--- src/rtl/uart_tx_arbiter_if.sv ---
// Wishbone master bus between uart_tx_arbiter and the Amber UART register block.
// Signal names are seen from the arbiter (master) side.
interface uart_tx_arbiter_if;
  logic [31:0] o_wb_adr;
  logic [3:0]  o_wb_sel;
  logic        o_wb_we;
  logic [31:0] o_wb_dat;
  logic [31:0] i_wb_dat;
  logic        o_wb_cyc;
  logic        o_wb_stb;
  logic        i_wb_ack;
  logic        i_wb_err;

  modport master (
    output o_wb_adr, o_wb_sel, o_wb_we, o_wb_dat, o_wb_cyc, o_wb_stb,
    input  i_wb_dat, i_wb_ack, i_wb_err
  );

  modport slave (
    input  o_wb_adr, o_wb_sel, o_wb_we, o_wb_dat, o_wb_cyc, o_wb_stb,
    output i_wb_dat, i_wb_ack, i_wb_err
  );
endinterface

--- src/rtl/uart_tx_arbiter.sv ---
// Round-robin arbiter serialising four byte requesters onto one Amber UART over Wishbone.
// Define UART_ARB_TIMEOUT_EN to add a bus watchdog that aborts stalled cycles and pulses o_timeout.
module uart_tx_arbiter #(
  parameter logic [31:0] UART_BASE = 32'h1600_0000
) (
  input  logic              i_clk,
  input  logic              i_rst,
  input  logic [3:0]        i_req,
  input  logic [31:0]       i_req_data,
  output logic [3:0]        o_grant,
  output logic              o_busy,
  output logic              o_timeout,
  uart_tx_arbiter_if.master wb
);
  // Offsets match AMBER_UART_DR / AMBER_UART_FR in register_addresses.vh.
  localparam logic [31:0] AMBER_UART_DR = 32'h0000_0000;
  localparam logic [31:0] AMBER_UART_FR = 32'h0000_0018;

  typedef enum logic [1:0] {IDLE, POLL, GAP, WRITE} state_t;

  state_t      r_state, w_next;
  state_t      r_after_gap, w_after_gap;
  logic [1:0]  r_last, r_idx, w_win_idx, w_cand;
  logic [7:0]  r_byte;
  logic [3:0]  r_grant;
  logic        w_win_vld, w_latch, w_wr_done, w_abort;
  logic        w_stb, w_ack, w_err;

  assign w_ack = wb.i_wb_ack;
  assign w_err = wb.i_wb_err;
  assign w_stb = (r_state == POLL) || (r_state == WRITE);

  // Search starts one past the last granted requester.
  always_comb begin
    w_win_vld = 1'b0;
    w_win_idx = r_last;
    w_cand    = r_last;
    for (int unsigned k = 1; k <= 4; k++) begin
      w_cand = r_last + 2'(k);
      if (!w_win_vld && i_req[w_cand]) begin
        w_win_vld = 1'b1;
        w_win_idx = w_cand;
      end
    end
  end

`ifdef UART_ARB_TIMEOUT_EN
  logic [7:0] r_tmo_cnt;
  logic       r_timeout;

  // Abort lands on the 255th unanswered stb cycle, as the counter reaches 255.
  assign w_abort = w_stb && !w_ack && !w_err && (r_tmo_cnt == 8'd254);

  always_ff @(posedge i_clk) begin
    if (i_rst || !w_stb) begin
      r_tmo_cnt <= '0;
    end else if (!w_ack && !w_err) begin
      r_tmo_cnt <= r_tmo_cnt + 8'd1;
    end
    r_timeout <= i_rst ? 1'b0 : w_abort;
  end

  assign o_timeout = r_timeout;
`else
  assign w_abort   = 1'b0;
  assign o_timeout = 1'b0;
`endif

  // Every bus response passes through GAP; r_after_gap records where to resume.
  always_comb begin
    w_next      = r_state;
    w_after_gap = r_after_gap;
    w_latch     = 1'b0;
    w_wr_done   = 1'b0;
    case (r_state)
      IDLE: begin
        if (w_win_vld) begin
          w_next  = POLL;
          w_latch = 1'b1;
        end
      end
      POLL: begin
        if (w_err || w_abort) begin
          w_next      = GAP;
          w_after_gap = IDLE;
        end else if (w_ack) begin
          w_next      = GAP;
          w_after_gap = wb.i_wb_dat[5] ? POLL : WRITE;
        end
      end
      GAP: w_next = r_after_gap;
      WRITE: begin
        if (w_err || w_abort) begin
          w_next      = GAP;
          w_after_gap = IDLE;
        end else if (w_ack) begin
          w_next      = GAP;
          w_after_gap = IDLE;
          w_wr_done   = 1'b1;
        end
      end
      default: w_next = IDLE;
    endcase
  end

  always_ff @(posedge i_clk) begin
    if (i_rst) begin
      r_state     <= IDLE;
      r_after_gap <= IDLE;
      r_last      <= 2'd3;
      r_idx       <= '0;
      r_byte      <= '0;
      r_grant     <= '0;
    end else begin
      r_state     <= w_next;
      r_after_gap <= w_after_gap;
      r_grant     <= w_wr_done ? (4'b0001 << r_idx) : '0;
      if (w_wr_done) begin
        r_last <= r_idx;
      end
      if (w_latch) begin
        r_idx  <= w_win_idx;
        r_byte <= i_req_data[8*w_win_idx +: 8];
      end
    end
  end

  assign wb.o_wb_cyc = w_stb;
  assign wb.o_wb_stb = w_stb;
  assign wb.o_wb_we  = (r_state == WRITE);
  assign wb.o_wb_sel = w_stb ? 4'hf : '0;
  assign wb.o_wb_adr = (r_state == POLL)  ? UART_BASE + AMBER_UART_FR :
                       (r_state == WRITE) ? UART_BASE + AMBER_UART_DR : '0;
  assign wb.o_wb_dat = (r_state == WRITE) ? {24'h0, r_byte} : '0;
  assign o_busy      = (r_state != IDLE);
  assign o_grant     = r_grant;
endmodule

--- src/flat_wrapper.sv ---
// flat-port wrapper written by rule: the top's interface ports become plain ports
module uart_tx_arbiter_flat 
#(
  parameter logic [31:0] UART_BASE = 32'h1600_0000
)
  (i_clk, i_rst, i_req, i_req_data, o_grant, o_busy, o_timeout, wb_o_wb_adr, wb_o_wb_sel, wb_o_wb_we, wb_o_wb_dat, wb_o_wb_cyc, wb_o_wb_stb, wb_i_wb_dat, wb_i_wb_ack, wb_i_wb_err);
  uart_tx_arbiter_if wb_i ();
  input  logic i_clk;
  input  logic i_rst;
  input  logic [3:0] i_req;
  input  logic [31:0] i_req_data;
  output logic [3:0] o_grant;
  output logic o_busy;
  output logic o_timeout;
  output wire logic [$bits(wb_i.o_wb_adr)-1:0] wb_o_wb_adr;
  output wire logic [$bits(wb_i.o_wb_sel)-1:0] wb_o_wb_sel;
  output wire logic [$bits(wb_i.o_wb_we)-1:0] wb_o_wb_we;
  output wire logic [$bits(wb_i.o_wb_dat)-1:0] wb_o_wb_dat;
  output wire logic [$bits(wb_i.o_wb_cyc)-1:0] wb_o_wb_cyc;
  output wire logic [$bits(wb_i.o_wb_stb)-1:0] wb_o_wb_stb;
  input wire logic [$bits(wb_i.i_wb_dat)-1:0] wb_i_wb_dat;
  input wire logic [$bits(wb_i.i_wb_ack)-1:0] wb_i_wb_ack;
  input wire logic [$bits(wb_i.i_wb_err)-1:0] wb_i_wb_err;
  assign wb_o_wb_adr = wb_i.o_wb_adr;
  assign wb_o_wb_sel = wb_i.o_wb_sel;
  assign wb_o_wb_we = wb_i.o_wb_we;
  assign wb_o_wb_dat = wb_i.o_wb_dat;
  assign wb_o_wb_cyc = wb_i.o_wb_cyc;
  assign wb_o_wb_stb = wb_i.o_wb_stb;
  assign wb_i.i_wb_dat = wb_i_wb_dat;
  assign wb_i.i_wb_ack = wb_i_wb_ack;
  assign wb_i.i_wb_err = wb_i_wb_err;
  uart_tx_arbiter #(.UART_BASE(UART_BASE)) u_core (.i_clk(i_clk), .i_rst(i_rst), .i_req(i_req), .i_req_data(i_req_data), .o_grant(o_grant), .o_busy(o_busy), .o_timeout(o_timeout), .wb(wb_i));
endmodule
--- config.mk ---
export PLATFORM = sky130hd
export DESIGN_NAME = uart_tx_arbiter_flat
export DESIGN_NICKNAME = d
export VERILOG_FILES = /design/src/rtl/uart_tx_arbiter_if.sv /design/src/rtl/uart_tx_arbiter.sv /design/src/flat_wrapper.sv
export SDC_FILE = /design/constraint.sdc
export NUM_CORES = 1
export LEC_CHECK = 0
export ABC_AREA = 1
export CORE_ASPECT_RATIO = 1.4
export CORE_UTILIZATION = 31
export CTS_CLUSTER_DIAMETER = 40
export DETAILED_ROUTE_END_ITERATION = 8
export PLACE_DENSITY = 0.79
export SETUP_SLACK_MARGIN = 0.1
export SLEW_MARGIN = 20
export SYNTH_ARGS = -nofsm -noshare
export SYNTH_HDL_FRONTEND = slang
export SYNTH_SLANG_ARGS = --single-unit
export TNS_END_PERCENT = 100
--- constraint.sdc ---
create_clock -name i_clk -period 1.5 [get_ports i_clk]
set_input_delay 0.375 -clock i_clk [delete_from_list [all_inputs] [get_ports i_clk]]
set_output_delay 0.375 -clock i_clk [all_outputs]
set_load 0.005 [all_outputs]
-- After elaboration in Yosys (flattened, before gate mapping)
Cells that the tools add are included.
- register bits after elaboration: 20
- input bits: 72
- word-level logic and storage cells: 72
- output and inout port bits: 77
- reduce and logical (&&, ||, !) cells: 14
- $lt $le $gt $ge: 4
- shift-type cells: 2
- equal/unequal tests: 7
- add/subtract/negate cells: 3
- bitwise operators: 1
- muxes and demuxes: 35
- operators with widths (kind ; number):
    $mux 32 ; 1
    $shiftx 32x6->8 ; 1
    $mux 29 ; 1
    $mux 2 ; 12
    $mux 1 ; 13
    $lt 2x3->1 const B ; 4
    $bmux 1 s2 ; 4
    $mux 8 ; 1
    $ne 3x1->1 const B ; 2
    $pmux 2 s3 ; 1
    $add 2x2->2 const B ; 2
    $eq 2x2->1 const B ; 2
    $mux 4 ; 1
    $pmux 2 s2 ; 1
    $reduce_bool 2->1 ; 2
    $reduce_or 2->1 ; 2
    $shl 1x2->4 const A ; 1
    $logic_and 1x1->1 ; 3
    $logic_not 1->1 ; 3
    $ne 3x3->1 const B ; 1
    $reduce_and 3->1 ; 1
    $add 2x1->2 const B ; 1
    $eq 2x1->1 const B ; 1
    $logic_not 2->1 ; 1
    other kinds (4) ; 4

-- Longest topological paths before layout
- word-level depth: 15
- depth in mapped cells: 17
- depth with buffers taken out: 15

-- Worst setup path before layout
Ideal clock, no wire load.
- kind: reg-to-reg
- start: reg u_core.r_last[0]
- end: reg u_core.r_byte[6]
- setup time: 0.109 ns
- buffers on the path: 2
- clock period less this slack: 1.621 ns
- stages on the path, launching flop included: 16
- data required time: 1.391 ns
- arrival: 1.512 ns
- setup slack: -0.121 ns
- cells stage by stage: dfxtp_1 -> buf_4 -> nand2_1 -> nand2_2 -> nand2_2 -> nand2_4 -> nand2_2 -> nand2_2 -> nand2_4 -> buf_4 -> nand3_1 -> nand2_1 -> nand2_1 -> nand3_1 -> nand2_1 -> inv_1
- cells in the longest elaborated chain, start to end: 15
- elaborated cells between the ends (all ways): 28
- classes of those cells: add/sub (3); shift (1); mux (18); reduce/logical (6)
- ends and longest elaborated chain (element ; RTL line ; RTL):
    from (decl) ; uart_tx_arbiter.sv:23 ; logic [1:0] r_last, r_idx, w_win_idx, w_cand;
    from (signal assigned) ; uart_tx_arbiter.sv:119 ; r_last <= r_idx;
    branches (longest 15 deep; another with $add 2x1->2) ; -- ;
    to (signal assigned) ; uart_tx_arbiter.sv:123 ; r_byte <= i_req_data[8*w_win_idx +: 8];
    to (decl) ; uart_tx_arbiter.sv:24 ; logic [7:0] r_byte;
Parallel ways; which one is timed is not known. The select of a mux whose other input is x is not followed.
A chain may end at the register's enable or synchronous reset.

-- Worst setup path in the final report
- start: reg u_core.r_last[0]
- end: reg u_core.r_byte[4]
Same word-level chain as after synthesis.

==> metrics <==
Total GRT Usage between 10 and 15%; reg2reg setup slack -0.26 ns; die area roughly 6500 µm²; cell taking the most area after synthesis buf_4; Synth Register Bits 20; largest net degree at the start of global routing 13; Ys Warns 0; number of cells produced by synthesis between 300 and 400; Post-CTS Hold Fix Bufs 0; post-synthesis sequential area ratio about a fifth; Critical Path Fanout Max 8; CP Class flop to flop; Total Power between 2 and 2.5 mW; LEAKAGE 1.552 nW; clock root cell clkbuf_8; # diodes 0; Final period util 117.1%; number of setup violations in the final report 11; Max Cap Viol 0; Cell Rows 33; Hold Vio Cnt, Final 0; Slew Limit Fails 0; CP arrival around 2 ns; PortBufs 65; setup_tns -2.004 ns; Max Fclk around 0.57 GHz; number of global-route vias before repair 1772; Final Util about half; Worst VDD drop about 350 µV; I/O pins roughly 150; final instance area a little over 3000 µm²; Final Critical Period 1.757 ns; H-tree Lvls 1; Fin Clk Skew roughly 0.00048 ns; CTS tree built; Die W slightly below 70 µm; first-pass GRT wire length 7500 µm; worst-skew pair later-pin latency about 0.25 ns; area share of the largest cell type after synthesis a little over a quarter; Area contributors post-synth buf_4 26%, dfxtp_1 21%, nand2_1 14%; Fillers between 500 and 600; R2R depth 12; status complete, but fails checks; Commonest cells post-synth 70 x nand2_1, 66 x buf_4, 41 x nand3_1; TritonCTS Sinks 20; Async S/R FF share, synth 0%; CTS Buf Count 3; fin nets approximately 480; violated checks negative setup slack; router iterations before antenna repair 4; final antenna-violating net count 0; final worst slack -0.2568 ns; Reg clk slew, reported paths about 0.070 ns; hold endpoint u_core.o_grant[0]; GPL Wtd Cong 0.9197; placed wire-length estimate approximately 3600 µm; slowest stage delay, CP between 0.4 and 0.5 ns; most frequent cell after synthesis nand2_1; min-delay src u_core.r_idx[0]; CP cell instances buf_6 -> nand2_4 -> nand2_4 -> nand2_4 -> nand2_8 -> clkinv_8 -> nand3_4 -> buf_6 -> nand3_1 -> nand3_1 -> nand3_1 -> a21oi_2; PD cells between 600 and 700 nW/µm²; Crit path required time about 1.7 ns; Initial Utilization around 32%; reg2reg start u_core.r_last[0]; Final Routed Wirelength between 5000 and 6000 µm; Residual DRC 0; synthesized area ~1900 µm²; startpoint types flop; DR WL/cell between 10 and 15 µm; HP Class flop to flop; DR vias between 2000 and 2500; r2r endpoint u_core.r_byte[4]; synth unique cells 23; Main synth FF type dfxtp_1; syn avg cell area about 6.3 µm²; die height about 95 µm; Slowest cell on crit path dfxtp_4; Area Overhead vs Synth 59.20%; Worst Setup End Kind flop; number of antenna violations at the first check in global routing 0; Hold Crit Depth 1; layout cells sized above 1 about 33%; Via density between 4 and 5; core area approximately 5900 µm²; RSZ-0062 raised after global routing yes; cell area after placement approximately 2500 µm²; Bufs on Longest Clock Path 2; EDFF count, synth 0; total gr overflow 0; initial drt markers 53; final hold slack 0.4426 ns
-- cell families (layout without fill, tap and decap cells) --
group / after synthesis / count (layout) / share of synthesized area (%)
AOI/OAI and AO/OA: 23 / 23 / 6.439
buffers and inverters: 105 / 152 / 34.23
and+or+nand+nor: 154 / 155 / 38.11
other: 1 / 52 / 0.1969
DFF: 20 / 20 / 21.02
-- registers in the layout (all words and copies together), names as in the netlist --
register,count
u_core.r_state,2
u_core.r_idx,2
u_core.r_byte,8
u_core.r_last,2
u_core.r_after_gap,2
u_core.o_grant,4
-- where the power goes --
part | internal, mW | switching [mW]
clock network | 0.233 | 0.163
logic | 0.491 | 0.500
registers | 0.586 | 0.0353
-- worst max path at each step --
stage,start,end,slack (ns),cells past startpoint
6_report,u_core.r_last[0],u_core.r_byte[4],-0.26,12
5_1_grt,u_core.r_last[1],u_core.r_byte[1],-0.37,13
4_1_cts,u_core.r_last[0],u_core.r_byte[4],-0.19,13
3_5_place_dp,i_req[1],u_core.r_byte[4],-0.66,14
3_3_place_gp,i_req[0],u_core.r_byte[5],-0.63,14
2_1_floorplan,u_core.r_last[0],u_core.r_byte[6],-0.04,16
-- stage by stage --
| stage | cells | setup slack (ns) |
|---|---|---|
| floorplan | 354 | -0.04157 |
| global placement | 447 | -0.6261 |
| detailed placement | 447 | -0.6563 |
| CTS | 468 | -0.1869 |
| global route | 472 | -0.3714 |
| finish | 472 | -0.2568 |
-- layer usage --
layer / wire, µm / track usage, %
met5: 0 / 0
met4: 59 / 4.167
met3: 314 / 1.208
met2: 2974 / 29.17
met1: 1863 / 15.75
-- worst max-delay path: cells and delay by family (launching register included) --
family                 cells  cell delay (ns)
buffers and inverters      3             0.36
AOI/OAI and AO/OA          1             0.13
and+or+nand+nor            8             0.80
DFF                        1             0.41
-- cell type report --
class | instances | area, µm² | share of cell area (%)
inverter | 35 | 158.9 | 5.241
clock buffer | 4 | 55.05 | 1.816
multi-input combinational | 230 | 1311 | 43.25
timing repair buffer | 113 | 1008 | 33.26
tap | 70 | 87.58 | 2.889
sequential | 20 | 410.4 | 13.54
-- placed cells by master (no fill, tap or decap), drive strengths merged, types with 2 or more instances in the layout --
cell type,count
clkdlybuf4s50,36
inv,34
nand3,43
nand2,84
buf,62
conb,52
dlygate4sd2,15
a21oi,16
o21ai,3
dfxtp,20
a31oi,2
clkbuf,4
nand3b,5
nor2,22
-- repair_timing --
item,CTS,global route
gates cloned,1,0
buffers inserted,16,4
gates resized for setup,112,54
endpoints found under the setup margin,36,25
pin swaps,19,31
Note: power is estimated with default switching activity, not from simulation.
